$ cat src/rtl/field_extract_pkg.sv
// Shared types and the field-extraction function for the field_extract_pipe slice.
package field_extract_pkg;

  typedef enum logic {
    DIR_ASC  = 1'b0,  // field bit i = data[base + i]
    DIR_DESC = 1'b1   // field bit i = data[base - FIELD_W + 1 + i]
  } dir_e;

  // Widest operand / result the shared function handles; callers zero-pad up to it.
  localparam int FE_MAX_W = 128;
  localparam int FE_IDX_W = $clog2(FE_MAX_W);

  typedef struct packed {
    logic                oor;    // at least one field bit fell outside the operand
    logic [FE_MAX_W-1:0] field;  // zero-filled, optionally sign-extended field
  } fe_result_t;

  // Extract a field_w-bit field from the low data_w bits of data at index base.
  // Out-of-range bits read as zero and flag oor; the extension bits up to out_w
  // copy the zero-filled field MSB when sext is set.
  function automatic fe_result_t fe_extract(
    input logic [FE_MAX_W-1:0] data,
    input int                  base,
    input dir_e                dir,
    input logic                sext,
    input int                  data_w,
    input int                  field_w,
    input int                  out_w
  );
    fe_result_t res;
    int         idx;
    logic       msb;
    res = '0;
    msb = 1'b0;
    idx = 0;
    for (int i = 0; i < FE_MAX_W; i++) begin
      if (i < field_w) begin
        idx = (dir == DIR_ASC) ? base + i : base - field_w + 1 + i;
        if (idx < 0 || idx >= data_w) begin
          res.oor = 1'b1;
        end else begin
          res.field[i] = data[idx[FE_IDX_W-1:0]];
        end
        if (i == field_w - 1) begin
          msb = res.field[i];
        end
      end else if (sext && i < out_w) begin
        res.field[i] = msb;
      end
    end
    return res;
  endfunction

endpackage

$ cat src/rtl/field_extract_core.sv
// Purely combinational field extractor sitting between the two pipeline stages.
module field_extract_core
  import field_extract_pkg::*;
#(
  parameter int DATA_W  = 32,
  parameter int FIELD_W = 8,
  parameter int OUT_W   = 32,
  parameter int BASE_W  = $clog2(DATA_W)
) (
  input  logic [DATA_W-1:0] data_i,
  input  logic [BASE_W-1:0] base_i,
  input  dir_e              dir_i,
  input  logic              sext_i,
  output logic [OUT_W-1:0]  field_o,
  output logic              oor_o
);

  fe_result_t res;

  // Evaluate the shared extraction function on the zero-padded operand.
  // NOTE: every always_comb output is fully assigned on every path, so no latch is inferred.
  always_comb begin
    res = fe_extract(FE_MAX_W'(data_i), int'(base_i), dir_i, sext_i, DATA_W, FIELD_W, OUT_W);
  end

  assign field_o = res.field[OUT_W-1:0];
  assign oor_o   = res.oor;

  // Result bits above OUT_W are always zero; fold them away explicitly.
  if (OUT_W < FE_MAX_W) begin : g_hi_unused
    logic unused_hi;
    assign unused_hi = ^res.field[FE_MAX_W-1:OUT_W];
  end

endmodule

$ cat src/rtl/field_extract_pipe.sv
// Two-stage valid/ready bit-field extractor with a saturating out-of-range counter.
module field_extract_pipe
  import field_extract_pkg::*;
#(
  parameter int DATA_W  = 32,
  parameter int FIELD_W = 8,
  parameter int OUT_W   = 32,
  parameter int BASE_W  = $clog2(DATA_W),
  parameter int CNT_W   = 16
) (
  input  logic              clk,
  input  logic              rst,
  input  logic              in_valid,
  output logic              in_ready,
  input  logic [DATA_W-1:0] in_data,
  input  logic [BASE_W-1:0] in_base,
  input  logic              in_dir,
  input  logic              in_sext,
  output logic              out_valid,
  input  logic              out_ready,
  output logic [OUT_W-1:0]  out_field,
  output logic              out_oor,
  output logic [CNT_W-1:0]  oor_count,
  input  logic              clr_count
);

  logic              s1_valid_q, s1_valid_d;
  logic [DATA_W-1:0] s1_data_q,  s1_data_d;
  logic [BASE_W-1:0] s1_base_q,  s1_base_d;
  dir_e              s1_dir_q,   s1_dir_d;
  logic              s1_sext_q,  s1_sext_d;

  logic              out_valid_q, out_valid_d;
  logic [OUT_W-1:0]  out_field_q, out_field_d;
  logic              out_oor_q,   out_oor_d;
  logic [CNT_W-1:0]  cnt_q,       cnt_d;

  logic              s1_load, s2_load, out_hs;
  logic [OUT_W-1:0]  core_field;
  logic              core_oor;

  // Advance conditions: a stage loads when it is empty or its successor is loading.
  always_comb begin
    s2_load = !out_valid_q || out_ready;
    s1_load = !s1_valid_q || s2_load;
    out_hs  = out_valid_q && out_ready;
  end

  assign in_ready = s1_load;

  // Stage 1 next state: capture the operand on an input handshake.
  always_comb begin
    s1_valid_d = s1_valid_q;
    s1_data_d  = s1_data_q;
    s1_base_d  = s1_base_q;
    s1_dir_d   = s1_dir_q;
    s1_sext_d  = s1_sext_q;
    if (s1_load) begin
      s1_valid_d = in_valid;
      if (in_valid) begin
        s1_data_d = in_data;
        s1_base_d = in_base;
        s1_dir_d  = dir_e'(in_dir);
        s1_sext_d = in_sext;
      end
    end
  end

  field_extract_core #(
    .DATA_W  (DATA_W),
    .FIELD_W (FIELD_W),
    .OUT_W   (OUT_W),
    .BASE_W  (BASE_W)
  ) u_core (
    .data_i  (s1_data_q),
    .base_i  (s1_base_q),
    .dir_i   (s1_dir_q),
    .sext_i  (s1_sext_q),
    .field_o (core_field),
    .oor_o   (core_oor)
  );

  // Stage 2 next state: register the extracted field; hold it while stalled.
  always_comb begin
    out_valid_d = out_valid_q;
    out_field_d = out_field_q;
    out_oor_d   = out_oor_q;
    if (s2_load) begin
      out_valid_d = s1_valid_q;
      if (s1_valid_q) begin
        out_field_d = core_field;
        out_oor_d   = core_oor;
      end
    end
  end

  // Out-of-range counter: clear wins over increment, increment saturates at all-ones.
  always_comb begin
    cnt_d = cnt_q;
    if (clr_count) begin
      cnt_d = '0;
    end else if (out_hs && out_oor_q && (cnt_q != '1)) begin
      cnt_d = cnt_q + CNT_W'(1);
    end
  end

  // State registers with synchronous reset; a reset drops every in-flight beat.
  // NOTE: sequential state uses non-blocking assignments so all registers update together.
  // NOTE: the payload registers are reset as well because out_field has a defined reset value
  // and the state is only a handful of flops; wide storage arrays would not be reset.
  always_ff @(posedge clk) begin
    if (rst) begin
      s1_valid_q  <= 1'b0;
      s1_data_q   <= '0;
      s1_base_q   <= '0;
      s1_dir_q    <= DIR_ASC;
      s1_sext_q   <= 1'b0;
      out_valid_q <= 1'b0;
      out_field_q <= '0;
      out_oor_q   <= 1'b0;
      cnt_q       <= '0;
    end else begin
      s1_valid_q  <= s1_valid_d;
      s1_data_q   <= s1_data_d;
      s1_base_q   <= s1_base_d;
      s1_dir_q    <= s1_dir_d;
      s1_sext_q   <= s1_sext_d;
      out_valid_q <= out_valid_d;
      out_field_q <= out_field_d;
      out_oor_q   <= out_oor_d;
      cnt_q       <= cnt_d;
    end
  end

  assign out_valid = out_valid_q;
  assign out_field = out_field_q;
  assign out_oor   = out_oor_q;
  assign oor_count = cnt_q;

endmodule

$ cat config.mk
export PLATFORM = sky130hd
export DESIGN_NAME = field_extract_pipe
export DESIGN_NICKNAME = d
export VERILOG_FILES = /design/src/rtl/field_extract_pkg.sv /design/src/rtl/field_extract_core.sv /design/src/rtl/field_extract_pipe.sv
export SDC_FILE = /design/constraint.sdc
export NUM_CORES = 1
export LEC_CHECK = 0
export ABC_AREA = 0
export ABC_CLOCK_PERIOD_IN_PS = 6200
export CORE_ASPECT_RATIO = 1.2
export CORE_MARGIN = 1.5
export CORE_UTILIZATION = 40
export DETAILED_ROUTE_END_ITERATION = 10
export SLEW_MARGIN = 25
export SYNTH_ARGS = -nofsm -noshare
export SYNTH_HDL_FRONTEND = slang
export SYNTH_SLANG_ARGS = --single-unit
$ cat constraint.sdc
create_clock -name clk -period 6.2 [get_ports clk]
set_input_delay 0.62 -clock clk [delete_from_list [all_inputs] [get_ports clk]]
set_output_delay 0.62 -clock clk [all_outputs]
set_load 0.01 [all_outputs]
Word-level counts from Yosys, hierarchy flattened
Index checks and enable logic that the tools add are counted. W data, S select, Z words.

Bits of input ports: 44. Word-level logic and storage cells: 110. Register bits after elaboration: 67. Output and inout bits: 51.

Equality and inequality tests: 1. Order comparisons: 24. Reduce and logical (&&, ||, !) cells: 18. Multiplexer cells: 41. Add/subtract/negate cells: 17.

Operators with widths (number): $ge A32 B7 Y1 const B (8); $lt A32 B1 Y1 const B (8); $mux W32 (8); $add A32 B4 Y32 const B (4); $add A32 B2 Y32 const B (2); $add A32 B3 Y32 const B (2); $lt A7 B8 Y1 const B (8); $bmux W1 S7 (8); $mux W1 (25); $add A5 B3 Y6 const B (4); $add A16 B1 Y16 const B (1); $ne A16 B16 Y1 const B (1); $add A5 B2 Y6 const B (2); $logic_or A1 B1 Y1 (10); $add A5 B1 Y6 const B (1); $sub A5 B4 Y6 const B (1); $reduce_and A2 Y1 (2); $logic_and A1 B1 Y1 (3); $logic_not A1 Y1 (2); $reduce_or A2 Y1 (1).

Longest topological paths before layout
Gate-level depths: netlist (run 1).

Depth after elaboration: 13. Gate-level depth with buffers: 16.

Cells and area by module
From an unflattened synthesis (run 1), not the netlist that was laid out.

Cell total of the unflattened synthesis: 883. Area, all modules: 6945.4 um2.

By module, submodules not included: field_extract_core (cells each 458, instances 1, area an instance 3582.2 um2); field_extract_pipe (cells each 425, instances 1, area an instance 3363.2 um2).

Worst setup path before layout (run 1)
OpenSTA, ideal clock, no wires.

Path kind: register -> register. Start: register s1_base_q[3]. End: register out_field_q[8], in the netlist out_field[8]. Period minus slack after synthesis: 4021 ps. Library setup time: 61 ps. Data required time: 6139 ps. Slack: 2179 ps. Stages on the path, launching flop included: 15. Arrival: 3960 ps. Cells stage by stage: dfxtp_1 -> clkbuf_1 -> clkinv_1 -> ha_1 -> ha_1 -> buf_6 -> or4_4 -> buf_6 -> or4_4 -> o41ai_2 -> nand2_1 -> nor4_1 -> a31oi_1 -> nor4_2 -> a22o_1.

Longest elaborated chain between the ends: 8. Elaborated cells between the ends (all ways): 12. Classes of those cells: add/sub (4); order compare (2); mux (5); reduce/logical (1).

RTL lines: start: declaration (line field_extract_pipe.sv:29) `logic [BASE_W-1:0] s1_base_q, s1_base_d;`; start signal: assignment (line field_extract_pipe.sv:125) `s1_base_q <= s1_base_d;`; $sub A5 B4 Y6 (line field_extract_pkg.sv:38) `idx = (dir == DIR_ASC) ? base + i : base - field_w + 1 + i;`; $add A32 B2 Y32 (line field_extract_pkg.sv:38); $add A32 B4 Y32 (line field_extract_pkg.sv:38); $mux W32 (*) (line field_extract_pkg.sv:38); $lt A32 B1 Y1 (tied with other cells) (line field_extract_pkg.sv:39) `if (idx < 0 || idx >= data_w) begin`; $logic_or A1 B1 Y1 / $mux W1 (equally long branches) (line field_extract_pkg.sv:39, field_extract_pkg.sv:42); $mux W1 (*) (line field_extract_pkg.sv:39); $mux W1 (*) (line field_extract_pkg.sv:47) `end else if (sext && i < out_w) begin`; end signal: assignment (line field_extract_pipe.sv:129) `out_field_q <= out_field_d;`; end: declaration (line field_extract_pipe.sv:34) `logic [OUT_W-1:0] out_field_q, out_field_d;`.

Every way passes the cells marked *; elsewhere a longest branch is shown, timed or not. The select of a mux whose other input is x is not followed. A chain may end at the register's enable or synchronous reset.

Final worst setup path (run 1)
Start: register s1_base_q[0]. End: register out_oor_q, in the netlist out_oor.

Longest elaborated chain between the ends: 13. Elaborated cells between the ends (all ways): 56. Classes of those cells: add/sub (16); order compare (16); mux (16); reduce/logical (8).

RTL lines: $sub A5 B4 Y6 (line field_extract_pkg.sv:38); $add A32 B2 Y32 (line field_extract_pkg.sv:38); $add A32 B2 Y32 / $mux W32 (equally long branches) (line field_extract_pkg.sv:38); $mux W32 (tied with other cells) (line field_extract_pkg.sv:38); $lt A32 B1 Y1 (tied with other cells) (line field_extract_pkg.sv:39); $logic_or A1 B1 Y1 / $mux W1 (equally long branches) (line field_extract_pkg.sv:39); $mux W1 (6 in a row) (line field_extract_pkg.sv:39); $mux W1 (*) (line field_extract_pkg.sv:39); end signal: assignment (line field_extract_pipe.sv:130) `out_oor_q <= out_oor_d;`; end: declaration (line field_extract_pipe.sv:35) `logic out_oor_q, out_oor_d;`.

Every way passes the cells marked *; elsewhere a longest branch is shown, timed or not.

==> results.sh, run 1 <==
export IMPL_regArea_mm2=0.00134
export IMPL_postCtsSetupRepairBufs=0
export IMPL_cts_sinks=67
export IMPL_nets=999
export IMPL_cts_tree="built"
export IMPL_mappedNetlistArea_mm2=0.00697
export IMPL_async_flop_share_pct=0
export IMPL_postRouteAntennaNets=0
export IMPL_ys_seq_area_share_pct=19.2
export IMPL_io_pin_count=95
export IMPL_required_ns=6.39
export IMPL_ys_seq_elements=67
export IMPL_synth_cell_types=67
export IMPL_hold_buffers=0
export IMPL_ys_warn_count=0
export IMPL_grt_pass1_vias=6771
export IMPL_place_hpwl_um=17800
export IMPL_die_area_mm2=0.0182
export IMPL_antenna_found_initial=0
export IMPL_cts_root_buf="clkbuf_16"
export IMPL_pre_cts_slack_ns=1.05
export IMPL_via_per_inst=6.19
export IMPL_drv_slew=0
export IMPL_end_kind="register"
export IMPL_critPathKind="reg -> reg"
export IMPL_syn_avg_cell_area_um2=7.78
export IMPL_p_per_area_mw_per_mm2=195
export IMPL_total_power_mw=1.60
export IMPL_layout_drive_gt1_share_pct=10.8
export IMPL_tightest_slew_ns=1.09
export IMPL_vdd_drop_max_mv=0.235
export IMPL_drt_iter0_drc=811
export IMPL_wirelength_um=23600
export IMPL_multi_input_area_mm2=0.00511
export IMPL_timing_fmax_ghz=0.187
export IMPL_fin_ws_ns=0.861
export IMPL_holdWs_ns=0.456
export IMPL_fill_cells=1658
export IMPL_final_cells=1148
export IMPL_cts_resized=0
export IMPL_start_util_pct=41.1
export IMPL_clock_latency_ns=0.33
export IMPL_grt_pass1_wl_um=37300
export IMPL_wl_per_cell_um=20.5
export IMPL_hold_violations=0
export IMPL_drc=0
export IMPL_antenna_cells=0
export IMPL_drt_pre_antenna_iters=5
export IMPL_cts_buffers=9
export IMPL_clk_pin_slew_ns=0.05
export IMPL_worst_clock_skew_ns=0.00503
export IMPL_grt_usage_pct=26.3
export IMPL_max_cap_violations=0
export IMPL_relSlewSlack_pct=26.7
export IMPL_critPathMaxFanout=17
export IMPL_grt_overflow=0
export IMPL_synth_edf_count=0
export IMPL_cp_start_kind="register"
export IMPL_hold_path_class="reg -> reg"
export IMPL_r2r_slack_ns=0.86
export IMPL_coreArea_mm2=0.0170
export IMPL_syn_inst=897
export IMPL_outcome="complete, no violations"
export IMPL_fin_setup_tns_ns=0
export IMPL_worstPathArrival_ns=5.53
export IMPL_die_w_um=124
export IMPL_period_needed_ns=5.34
export IMPL_routabilityCongestion=1.02
export IMPL_place_inst=1132
export IMPL_h_tree_depth=3
export IMPL_dieHeight_um=148
export IMPL_finalCritPeriodShare_pct=86.1
export IMPL_rsz0062_at_grt="no"
export IMPL_grt_max_degree=48
export IMPL_syn_nets=969
export IMPL_syn_to_final_growth_pct=17.5
export IMPL_synth_main_ff_cell="dfxtp_1"
export IMPL_vias=7104
export IMPL_p_leak_nw=2.86
export IMPL_clockBufferDepth=2
export IMPL_finalSetupViolCount=0
export IMPL_port_buffers=94
export IMPL_fp_row_count=52
==> routing by layer <==
metal,track usage [%],vias up,wire (um)
met5,0,-,0
met4,15.9,0,1540
met3,4.05,100,1440
met2,43.6,333,11400
met1,31.8,3331,9210
li1,-,3340,-
==> cells in the mapped netlist (5+ instances only) <==
| cell type | count | area share [%] |
|---|---|---|
| nand2_1 | 143 | 7.7 |
| a21oi_1 | 82 | 5.9 |
| dfxtp_1 | 67 | 19 |
| nor2_1 | 67 | 3.6 |
| clkbuf_1 | 54 | 2.9 |
| mux4_2 | 37 | 12 |
| xnor2_1 | 37 | 4.6 |
| o21ai_0 | 30 | 2.2 |
| ha_1 | 28 | 5.0 |
| mux2i_1 | 25 | 3.6 |
| buf_4 | 23 | 2.5 |
| nand3_1 | 23 | 1.7 |
| xor2_1 | 20 | 2.5 |
| nor3_1 | 17 | 1.2 |
| inv_1 | 16 | 0.86 |
| nand4_1 | 16 | 1.4 |
| nor4_1 | 16 | 1.4 |
| nor2b_1 | 14 | 1.3 |
| a31oi_1 | 11 | 0.99 |
| mux2_2 | 11 | 1.8 |
| or3_1 | 10 | 0.90 |
| and3_1 | 8 | 0.72 |
| buf_2 | 8 | 0.57 |
| nand2b_1 | 8 | 0.72 |
| and2_1 | 7 | 0.63 |
| and4_1 | 7 | 0.88 |
| buf_1 | 7 | 0.38 |
| a22oi_1 | 6 | 0.65 |
| a311oi_1 | 6 | 0.75 |
| o41ai_1 | 6 | 0.75 |
| a2111oi_0 | 5 | 0.63 |
| o31ai_1 | 5 | 0.54 |
==> final cells by class <==
class                           count  share of cell area (%)
Clock buffer                       12                    3.01
Clock inverter                      4                   0.901
Sequential cell                    67                    16.4
Inverter                           18                   0.824
Multi-Input combinational cell    718                    62.4
Tap cell                          216                    3.30
Timing Repair Buffer              113                    13.2
==> final timing paths <==
| kind | start | end | cells past startpoint |
|---|---|---|---|
| worst max-delay path | s1_base_q[0] | out_oor | 11 |
| worst min-delay path | out_field[7] | out_field[7] | 1 |
| worst max register to register | s1_base_q[0] | out_oor | 11 |
| worst min register to register | out_field[7] | out_field[7] | 1 |
==> worst max-delay path, stage by stage (launching register included) <==
cell and delay, ns:
dfxtp_1 0.64, ha_1 0.64, xor2_1 0.65, ha_1 0.65, nor4b_1 0.81, nand3_1 0.14
o21ai_0 0.18, a31oi_1 0.09, a2111oi_0 0.62, a41oi_1 0.30, nor4b_1 0.36, a311oi_1 0.13
==> cell usage in the layout, fill, tap and decap left out, types with 24 or more instances in the layout <==
master	netlist	routed
o21ai_0	30	30
xnor2_1	37	36
a21oi_1	82	82
mux4_2	37	37
dfxtp_1	67	67
mux2i_1	25	24
clkdlybuf4s50_1	0	94
ha_1	28	28
nor2_1	67	67
nand2_1	143	143
==> power breakdown <==
part	internal (mW)	leakage, nW	switching (mW)
sequential	0.450	0.548	0.0237
combinational	0.234	2.16	0.343
clock	0.363	0.157	0.183
total	1.05	2.86	0.550
==> registers in the layout (all words and copies together) (netlist names) <==
register	count
oor_count	16
out_field	9
out_oor	1
out_valid	1
s1_base_q	5
s1_data_q	32
s1_dir_q	1
s1_sext_q	1
s1_valid_q	1
==> cells by family after synthesis <==
group | count (synthesis) | share of synthesized area [%]
AO/OA/AOI/OAI | 203 | 18.9
XOR/XNOR | 57 | 7.16
adder cells (fa/ha/maj) | 28 | 5.02
buffers and inverters | 112 | 7.62
flip-flops | 67 | 19.2
multiplexers | 73 | 17.3
AND/OR/NAND/NOR | 357 | 24.8
==> metrics by stage <==
| stage | area [um2] | util, % |
|---|---|---|
| floorplan | 6970 | - |
| global placement | 7880 | 46.4 |
| detailed placement | 7880 | 46.4 |
| CTS | 8200 | 48.3 |
| global route | 8200 | 48.3 |
| finish | 8200 | 48.3 |
Note: power is estimated with default switching activity, not from simulation.
==> run 2, diff against run 1 <==
--- a/config.mk
+++ b/config.mk
@@ -10,6 +10,7 @@
 export CORE_ASPECT_RATIO = 1.2
 export CORE_MARGIN = 1.5
 export CORE_UTILIZATION = 40
+export CTS_BUF_LIST = sky130_fd_sc_hd__clkbuf_16
 export DETAILED_ROUTE_END_ITERATION = 10
 export SLEW_MARGIN = 25
 export SYNTH_ARGS = -nofsm -noshare
==> results.sh, run 2 (synthesis gave the netlist of run 1 again) <==
export IMPL_antenna_found_initial=0
export IMPL_grt_usage_pct=26.3
export IMPL_drt_iter0_drc=754
export IMPL_finalCritPeriodShare_pct=87.2
export IMPL_hold_path_class="reg -> reg"
export IMPL_cts_resized=0
export IMPL_hold_buffers=0
export IMPL_critPathMaxFanout=17
export IMPL_pre_cts_slack_ns=1.05
export IMPL_holdPathStages=1
export IMPL_worst_clock_skew_ns=0.00505
export IMPL_cts_sinks=67
export IMPL_grt_max_degree=48
export IMPL_postRouteAntennaNets=0
export IMPL_cts_tree="built"
export IMPL_dpl_instance_area_mm2=0.00788
export IMPL_drt_pre_antenna_iters=7
export IMPL_final_cells=1148
export IMPL_coreArea_mm2=0.0170
export IMPL_routabilityCongestion=1.02
export IMPL_place_inst=1132
export IMPL_final_common_cell="nand2_1"
export IMPL_fin_ws_ns=0.795
export IMPL_grt_overflow=0
export IMPL_drc=0
export IMPL_syn_to_final_growth_pct=17.4
export IMPL_port_buffers=94
export IMPL_required_ns=6.39
export IMPL_clockBufferDepth=2
export IMPL_grt_pass1_vias=6771
export IMPL_period_needed_ns=5.40
export IMPL_p_leak_nw=2.87
export IMPL_die_area_mm2=0.0182
export IMPL_tightest_slew_ns=1.05
export IMPL_place_hpwl_um=17800
export IMPL_via_per_inst=6.19
export IMPL_cp_start_kind="register"
export IMPL_fin_setup_tns_ns=0
export IMPL_dieHeight_um=148
export IMPL_cts_root_buf="clkbuf_16"
export IMPL_wirelength_um=23700
export IMPL_regMostFlops="s1_data_q"
export IMPL_worstPathArrival_ns=5.60
export IMPL_finalSetupViolCount=0
export IMPL_fp_row_count=52
export IMPL_postCtsSetupRepairBufs=0
export IMPL_antenna_cells=0
export IMPL_io_pin_count=95
export IMPL_h_tree_depth=3
export IMPL_p_per_area_mw_per_mm2=194
export IMPL_layout_drive_gt1_share_pct=10.7
export IMPL_wl_per_cell_um=20.6
export IMPL_nets=999
export IMPL_critPathKind="reg -> reg"
export IMPL_start_util_pct=41.1
export IMPL_drv_slew=0
export IMPL_vias=7105
export IMPL_outcome="complete, no violations"
export IMPL_clock_latency_ns=0.33
export IMPL_design_area_mm2=0.00819
export IMPL_clk_pin_slew_ns=0.06
export IMPL_vdd_drop_max_mv=0.235
export IMPL_largest_reg_flops=32
export IMPL_rsz0062_at_grt="no"
export IMPL_cts_buffers=9
export IMPL_grt_pass1_wl_um=37300
export IMPL_r2r_cells=11
export IMPL_end_kind="register"
export IMPL_timing_fmax_ghz=0.185
export IMPL_die_w_um=124
export IMPL_final_cell_mix="143 x nand2_1, 94 x clkdlybuf4s50_1, 82 x a21oi_1"
export IMPL_relSlewSlack_pct=29.3
export IMPL_hold_violations=0
export IMPL_max_cap_violations=0
run 2: routing by layer:
layer	GRT usage [%]	routed length (um)	vias to the layer above
li1	-	-	3335
met5	0	0	-
met3	4.05	1430	92
met4	15.9	1520	0
met1	31.8	9280	3346
met2	43.6	11400	332
run 2: layout make-up:
class,instances,area [um2]
timing repair buffer,113,1080
multi-input combinational,718,5110
sequential,67,1340
inverter,18,67.6
clock buffer,9,225
fill,1662,8800
tap,216,270
clock inverter,7,85.1
run 2: final timing paths:
kind	slack [ns]	startpoint	endpoint
worst max-delay path	0.80	s1_base_q[0]	out_oor
worst min-delay path	0.46	out_field[7]	out_field[7]
worst max register to register	0.80	s1_base_q[0]	out_oor
worst min register to register	0.46	out_field[7]	out_field[7]
run 2: power by group:
part           leakage (nW)  switching, mW  total (mW)  internal (mW)
registers             0.548         0.0239       0.474          0.450
logic                  2.16          0.345       0.579          0.234
clock network         0.159          0.185       0.532          0.347
run 2: metrics by stage:
stage                     util, %  power [mW]  hold slack, ns
final                        48.2        1.59           0.456
after global routing         48.2        1.66           0.486
after CTS                    48.2        1.58           0.459
after detailed placement     46.4        1.05           0.444
after global placement       46.4        1.05           0.445
after floorplan                 -       0.872           0.436
run 2: worst max-delay path: stages, from the launching register on:
cell and delay (ns):
dfxtp_1 0.65, ha_1 0.64, xor2_1 0.67, ha_1 0.66, nor4b_1 0.78, nand3_1 0.14
o21ai_0 0.17, a31oi_1 0.09, a2111oi_0 0.67, a41oi_1 0.31, nor4b_1 0.36, a311oi_1 0.13
==> run 3, diff against run 2 <==
--- a/config.mk
+++ b/config.mk
@@ -9,7 +9,7 @@
 export ABC_CLOCK_PERIOD_IN_PS = 6200
 export CORE_ASPECT_RATIO = 1.2
 export CORE_MARGIN = 1.5
-export CORE_UTILIZATION = 40
+export CORE_UTILIZATION = 25
 export CTS_BUF_LIST = sky130_fd_sc_hd__clkbuf_16
 export DETAILED_ROUTE_END_ITERATION = 10
 export SLEW_MARGIN = 25
==> results.sh, run 3 (synthesis gave the netlist of run 1 again) <==
export IMPL_outcome="complete, no violations"
export IMPL_hold_path_class="reg -> reg"
export IMPL_grt_overflow=0
export IMPL_antenna_found_initial=0
export IMPL_postCtsSetupRepairBufs=0
export IMPL_grt_pass1_wl_um=38900
export IMPL_drc=0
export IMPL_max_cap_violations=0
export IMPL_clock_latency_ns=0.34
export IMPL_h_tree_depth=3
export IMPL_drt_pre_antenna_iters=6
export IMPL_required_ns=6.38
export IMPL_grt_pass1_vias=6738
export IMPL_dieHeight_um=186
export IMPL_hold_violations=0
export IMPL_layout_drive_gt1_share_pct=11.6
export IMPL_p_leak_nw=2.88
export IMPL_period_needed_ns=5.24
export IMPL_wirelength_um=24900
export IMPL_port_buffers=94
export IMPL_dpl_instance_area_mm2=0.00805
export IMPL_via_per_inst=5.56
export IMPL_drt_iter0_drc=673
export IMPL_p_per_area_mw_per_mm2=192
export IMPL_finalCritPeriodShare_pct=84.6
export IMPL_start_util_pct=25.6
export IMPL_vdd_drop_max_mv=0.156
export IMPL_cts_resized=0
export IMPL_fp_row_count=66
export IMPL_design_area_mm2=0.00838
export IMPL_max_stage_delay_ns=0.73
export IMPL_vias=7095
export IMPL_rsz0062_at_grt="no"
export IMPL_coreArea_mm2=0.0273
export IMPL_cp_start_kind="register"
export IMPL_path_buf_inv=2
export IMPL_utilization_pct=30.7
export IMPL_holdWs_ns=0.464
export IMPL_drv_slew=0
export IMPL_cts_tree="built"
export IMPL_die_w_um=155
export IMPL_fill_cells=2969
export IMPL_tightest_slew_ns=0.999
export IMPL_cts_sinks=67
export IMPL_grt_usage_pct=17.2
export IMPL_crit_path_cell_trace="clkinv_1, ha_1, ha_1, nor4_2, buf_4, nand3_1, or4_1, a2111oi_0, a41oi_1, nor4b_1, a311oi_1"
export IMPL_end_kind="register"
export IMPL_clockBufferDepth=2
export IMPL_critPathMostFrequentCell="ha_1"
export IMPL_syn_to_final_growth_pct=20.1
export IMPL_critPathMaxFanout=13
export IMPL_final_common_cell="nand2_1"
export IMPL_regMostFlops="s1_data_q"
export IMPL_cts_root_buf="clkbuf_16"
export IMPL_clk_pin_slew_ns=0.06
export IMPL_final_cells=1275
export IMPL_finalSetupViolCount=0
export IMPL_critPathKind="reg -> reg"
export IMPL_hold_buffers=0
export IMPL_wl_per_cell_um=19.6
export IMPL_io_pin_count=95
export IMPL_timing_fmax_ghz=0.191
export IMPL_path_delay_family="simple AND/OR/NAND/NOR gates"
export IMPL_pre_cts_slack_ns=1.18
export IMPL_final_cell_mix="143 x nand2_1, 93 x clkdlybuf4s50_1, 82 x a21oi_1"
export IMPL_largest_reg_flops=32
export IMPL_die_area_mm2=0.0289
export IMPL_routabilityCongestion=0.960
export IMPL_place_hpwl_um=18800
export IMPL_fin_ws_ns=0.958
export IMPL_nets=1002
export IMPL_worstPathArrival_ns=5.43
export IMPL_antenna_cells=0
export IMPL_worst_clock_skew_ns=0.00806
export IMPL_cts_buffers=9
export IMPL_relSlewSlack_pct=32.8
export IMPL_grt_max_degree=48
export IMPL_total_power_mw=1.61
export IMPL_fin_setup_tns_ns=0
export IMPL_critPathSlowestCell="a2111oi_0"
export IMPL_place_inst=1259
export IMPL_postRouteAntennaNets=0
-- run 3: layout make-up --
class                      instances  area [um2]  area share [%]
clock buffer                       9         225            2.69
clock inverter                     7        92.6            1.10
inverter                          18        67.6           0.806
multi-input combinational        718        5130            61.2
sequential                        67        1340            16.0
tap                              340         425            5.08
timing repair buffer             116        1100            13.1
-- run 3: worst register-to-register path, cell delays in order (launching register included) --
cell       delay [ns]
dfxtp_1          0.54
clkinv_1         0.33
ha_1             0.47
ha_1             0.56
nor4_2           0.65
buf_4            0.31
nand3_1          0.17
or4_1            0.49
a2111oi_0        0.73
a41oi_1          0.34
nor4b_1          0.37
a311oi_1         0.12
-- run 3: layer usage --
metal	GRT usage (%)	routed length, um
met1	20.6	10100
met2	28.6	11700
met3	2.56	1510
met4	11.0	1560
met5	0	0
-- run 3: worst paths after layout --
kind | from | end | slack, ns | depth (start not counted)
min | out_field[7] | out_field[7] | 0.46 | 1
max reg2reg | s1_base_q[3] | out_oor | 0.96 | 11
min reg2reg | out_field[7] | out_field[7] | 0.46 | 1
max | s1_base_q[3] | out_oor | 0.96 | 11
-- run 3: power breakdown --
part	internal, mW	switching [mW]
clock	0.351	0.200
combinational	0.235	0.350
sequential	0.450	0.0241
total	1.04	0.574
